**src/rtl/if_stage.sv**
```systemverilog
// Instruction fetch stage: PC register, next-PC selection and the IF/ID
// pipeline register, plus a saturating count of bubbles loaded into IF/ID.
module if_stage (
    input  logic        clk,
    input  logic        reset,
    input  logic        Stall,
    input  logic [2:0]  PCSrc,
    input  logic [31:0] BranchTarget,
    input  logic [31:0] JumpTarget,
    input  logic [31:0] RegTarget,
    input  logic        IF_Flush,
    input  logic [31:0] imem_rdata,
    input  logic        imem_ready,
    output logic [31:0] PC,
    output logic [31:0] IF_ID_Instruction,
    output logic [31:0] IF_ID_PC_Plus4,
    output logic        IF_ID_Valid,
    output logic [15:0] BubbleCount
);

    typedef struct packed {
        logic [31:0] instr;
        logic [31:0] pc_plus4;
        logic        valid;
    } if_id_t;

    localparam logic [2:0] SRC_SEQ    = 3'b000;
    localparam logic [2:0] SRC_BRANCH = 3'b001;
    localparam logic [2:0] SRC_JR     = 3'b010;
    localparam logic [2:0] SRC_JUMP   = 3'b011;
    localparam logic [2:0] SRC_ILLOP  = 3'b100;
    localparam logic [2:0] SRC_XADR   = 3'b101;

    localparam logic [31:0] PC_RESET = 32'h8000_0000;
    localparam logic [31:0] PC_ILLOP = 32'h8000_0004;
    localparam logic [31:0] PC_XADR  = 32'h8000_0008;

    localparam if_id_t BUBBLE = '{instr: 32'h0, pc_plus4: 32'h0, valid: 1'b0};

    logic [31:0] pc_q, pc_d;
    if_id_t      if_id_q, if_id_d;
    logic [15:0] bcnt_q, bcnt_d;

    logic [31:0] pc_plus4;
    logic        is_exc;
    logic        is_redirect;
    logic        load_bubble;
    logic [31:0] redirect_tgt;

    assign pc_plus4 = pc_q + 32'd4;

    // Classify the PC source; 110/111 fall through to sequential fetch.
    always_comb begin
        is_exc       = 1'b0;
        is_redirect  = 1'b0;
        redirect_tgt = pc_plus4;
        unique case (PCSrc)
            SRC_ILLOP: begin
                is_exc       = 1'b1;
                redirect_tgt = PC_ILLOP;
            end
            SRC_XADR: begin
                is_exc       = 1'b1;
                redirect_tgt = PC_XADR;
            end
            SRC_BRANCH: begin
                is_redirect  = 1'b1;
                redirect_tgt = BranchTarget;
            end
            SRC_JR: begin
                is_redirect  = 1'b1;
                redirect_tgt = RegTarget;
            end
            SRC_JUMP: begin
                is_redirect  = 1'b1;
                redirect_tgt = JumpTarget;
            end
            default: begin
                is_exc       = 1'b0;
                is_redirect  = 1'b0;
                redirect_tgt = pc_plus4;
            end
        endcase
    end

    // Next PC and IF/ID contents; exceptions beat stalls, stalls beat redirects.
    always_comb begin
        pc_d        = pc_q;
        if_id_d     = if_id_q;
        load_bubble = 1'b0;
        if (is_exc) begin
            pc_d        = {redirect_tgt[31:2], 2'b00};
            load_bubble = 1'b1;
        end else if (Stall) begin
            pc_d        = pc_q;
            load_bubble = 1'b0;
        end else if (is_redirect) begin
            pc_d        = {redirect_tgt[31:2], 2'b00};
            load_bubble = 1'b1;
        end else if (!imem_ready) begin
            pc_d        = pc_q;
            load_bubble = 1'b1;
        end else begin
            pc_d        = {pc_plus4[31:2], 2'b00};
            load_bubble = IF_Flush;
            if (!IF_Flush) begin
                if_id_d = '{instr: imem_rdata, pc_plus4: pc_plus4, valid: 1'b1};
            end
        end
        if (load_bubble) begin
            if_id_d = BUBBLE;
        end
    end

    // Bubble counter saturates so long runs never wrap to a misleading value.
    always_comb begin
        bcnt_d = bcnt_q;
        if (load_bubble && (bcnt_q != 16'hFFFF)) begin
            bcnt_d = bcnt_q + 16'd1;
        end
    end

    // State registers; reset overrides every other input.
    always_ff @(posedge clk) begin
        if (reset) begin
            pc_q    <= PC_RESET;
            if_id_q <= BUBBLE;
            bcnt_q  <= 16'h0;
        end else begin
            pc_q    <= pc_d;
            if_id_q <= if_id_d;
            bcnt_q  <= bcnt_d;
        end
    end

    assign PC                = pc_q;
    assign IF_ID_Instruction = if_id_q.instr;
    assign IF_ID_PC_Plus4    = if_id_q.pc_plus4;
    assign IF_ID_Valid       = if_id_q.valid;
    assign BubbleCount       = bcnt_q;

    logic unused_src;
    assign unused_src = ^{SRC_SEQ};

endmodule
```
**config.mk**
```make
export PLATFORM = sky130hd
export DESIGN_NAME = if_stage
export DESIGN_NICKNAME = d
export VERILOG_FILES = /design/src/rtl/if_stage.sv
export SDC_FILE = /design/constraint.sdc
export NUM_CORES = 1
export LEC_CHECK = 0
export ABC_AREA = 1
export CAP_MARGIN = 20
export CORE_MARGIN = 8
export CORE_UTILIZATION = 48
export CTS_BUF_LIST = sky130_fd_sc_hd__clkbuf_8
export CTS_CLUSTER_SIZE = 24
export DETAILED_ROUTE_END_ITERATION = 6
export PLACE_DENSITY_LB_ADDON = 0.05
export SETUP_SLACK_MARGIN = 0.15
export SYNTH_ARGS = -nofsm -noshare
export SYNTH_HDL_FRONTEND = slang
export SYNTH_SLANG_ARGS = --single-unit
```
**constraint.sdc**
```tcl
create_clock -name clk -period 3.2 [get_ports clk]
set_clock_uncertainty 0.15 [all_clocks]
set_input_delay 0.48 -clock clk [delete_from_list [all_inputs] [get_ports clk]]
set_output_delay 0.48 -clock clk [all_outputs]
set_load 0.05 [all_outputs]
```
==> out/metrics.cfg <==
[outcome]
status = complete, no violations

[timing]
setup_viol = 0
tightest_slew_ps = 826
fin_crit_ps = 2390
period_share = 0.746
rsz0062_at_grt = no
maxSlewHeadroom = 0.449
hold_viol = 0
slew_viol_final = 0
fin_tns_setup_ps = 0
clock.fmax_mhz = 419

[global_route]
grt_pass1_wl_um = 32600
grt_use_total = 0.251
grt_max_degree = 54
grt_overflow_total = 0
antenna_found_initial = 0
grt_pass1_vias = 6332

[routing]
routedWlPerCell_um = 15.8
first_iter_violations = 473
avgViaCountPerCell = 5.01
drt_wl_total_um = 20900
dr.pass1.iters = 5
vias = 6643
route.detailed.drc = 0
drtAntennaViolNets = 0

[floorplanning]
die_w_um = 128
initial_core_util = 0.495
coreArea_mm2 = 0.0121
fp.dieH_um = 128
fp-row-count = 40
io_pins = 249
die_area_mm2 = 0.0163

[worst_setup_path]
cp_top_family = buffers and inverters
critPathArrivalTime_ps = 1760
start_kind = register
crit_type = register to output port
path_max_fanout = 7
endpoint_kind = output port
critical_path.max_stage_delay_ps = 890
critPathBufInv = 1
worstPathRequired_ps = 2570
cp_cell_sequence = clkdlybuf4s50_1
slowest_stage = clkdlybuf4s50_1

[synthesis]
synth_cell_types = 39
netlist_area_mm2 = 0.00597
synth.area.top_cells = dfxtp_1 (37%), nand2_1 (21%), a21oi_1 (7.0%), nand3_1 (6.5%), nor2_1 (6.4%)
syn_area_per_cell_um2 = 6.39
yosysTopAreaCellShare = 0.365
ys_warn_count = 0
synth_seq_area_share = 0.365
yosys.area.top_type = dfxtp_1
netlist_instances = 935
ys_seq_elements = 109

[power_and_ir_drop]
pwr-share-comb = 0.245
p_leak_nw = 3.30
power_mw = 3.12
peakVddDrop_v = 0.000313
power_density_mw_per_mm2 = 362
p_switching_mw = 1.01
pwr-share-seq = 0.471
intPower_mw = 2.11
pwr-share-clk = 0.284
swShare = 0.325

[placed_design]
place_inst = 1309
routabilityCongestion = 0.946
hpwl_um = 16200
portBuffers = 238

[cells_and_area]
n_antenna_cell = 0
final_util = 0.715
register_area_mm2 = 0.00218
area_delta_synth_final_pct = 44.4
drive_above_1_share = 0.0545
fillerInstances = 1092
multi_input_area_mm2 = 0.00332
finalNetCount = 1290
fin_cells = 1325

[clock_tree]
cts-root-buf = clkbuf_8
clockBufferDepth = 2
cts_hold_buffers = 0
cts_made_buffers = 9
clock-sinks = 109
clock_latency_ps = 380
post_cts_buffers = 0
cts_tree = done
h-tree-depth = 3
clk_pin_slew_worst_paths_ps = 110
post_cts_resized = 0

[min_path]
hp-class = register to register

[flow_run]
drv_cap = 0

==> layout make-up <==
class / instances / share of cell area
clock buffer: 10 / 0.0160
tap: 168 / 0.0244
timing repair buffer: 250 / 0.288
sequential: 109 / 0.253
clock inverter: 6 / 0.00798
inverter: 58 / 0.0255
multi-input combinational: 724 / 0.385
==> final timing paths <==
kind                                          end  slack, ps  cells after the start         startpoint
worst max register to register             PC[16]       1000                      7              PC[3]
worst min-delay path            IF_ID_PC_Plus4[3]        320                      2  IF_ID_PC_Plus4[3]
worst max-delay path                        PC[4]        810                      1              PC[4]
worst min register to register  IF_ID_PC_Plus4[3]        320                      2  IF_ID_PC_Plus4[3]
==> synthesized netlist by cell type, drive strengths merged <==
library cell,count
dfxtp,109
o21bai,1
or2,11
nor2,106
o211ai,3
a22oi,1
buf,35
nand3,79
a21oi,87
o21a,2
xnor2,9
nor3,10
and3,2
ha,2
nand2,338
nand4,7
nand3b,2
a31oi,2
inv,58
clkbuf,12
conb,1
o21ai,47
xor2,11
==> layout by cell type, fill, tap and decap left out, drive strengths merged <==
cell / n
o21bai: 1
nand2: 338
a31oi: 2
clkbuf: 10
bufinv: 1
xnor2: 9
clkinv: 2
o21a: 2
ha: 2
nand3b: 2
xor2: 11
nand3: 79
clkdlybuf4s50: 238
conb: 4
nand4: 7
o21ai: 47
buf: 12
a22oi: 1
dfxtp: 109
and3: 2
o211ai: 3
or2: 11
a21oi: 87
nor3: 10
nor2: 106
inv: 61
==> worst reg2reg max path, cell delays in order (launching register included) <==
cell,delay [ps]
dfxtp_1,410
ha_1,300
nand3_1,200
nor2_1,390
nand3_1,150
xnor2_1,340
nand2_1,90
a21oi_1,120
==> power groups by stage <==
stage / clock [mW] / sequential (mW) / combinational (mW)
final: 0.887 / 1.47 / 0.764
after floorplan: 0 / 1.65 / 0.271
after CTS: 0.907 / 1.47 / 0.768
after global placement: 0 / 1.50 / 0.760
after global routing: 0.964 / 1.48 / 0.818
after detailed placement: 0 / 1.50 / 0.765
==> per-layer routing <==
metal / vias up / wire [µm] / global-route usage
met5: - / 0 / 0
li1: 3408 / - / -
met1: 2982 / 8460 / 0.281
met3: 34 / 1260 / 0.0562
met2: 219 / 10700 / 0.460
met4: 0 / 517 / 0.0840
==> logic make-up after synthesis <==
kind of cell,count (synthesis),share of synthesized area
adders and majority gates,2,0.00419
DFF,109,0.365
xor gates and xnor gates,20,0.0293
other,1,0.000628
buffers and inverters,105,0.0815
AOI/OAI and AO/OA,143,0.129
and+or+nand+nor,555,0.389
==> stage by stage <==
step / setup WS (ps) / instance area, µm² / hold WS (ps)
floorplan: 1060 / 5980 / 472
global placement: 565 / 8420 / 297
detailed placement: 530 / 8420 / 304
CTS: 790 / 8620 / 320
global route: 751 / 8620 / 332
finish: 811 / 8620 / 318
==> sequential cells by signal, summed over array words and instances (netlist names) <==
| name | count |
|---|---|
| PC | 30 |
| IF_ID_PC_Plus4 | 30 |
| IF_ID_Valid | 1 |
| IF_ID_Instruction | 32 |
| BubbleCount | 16 |
Power figures use the tool's default switching activity.
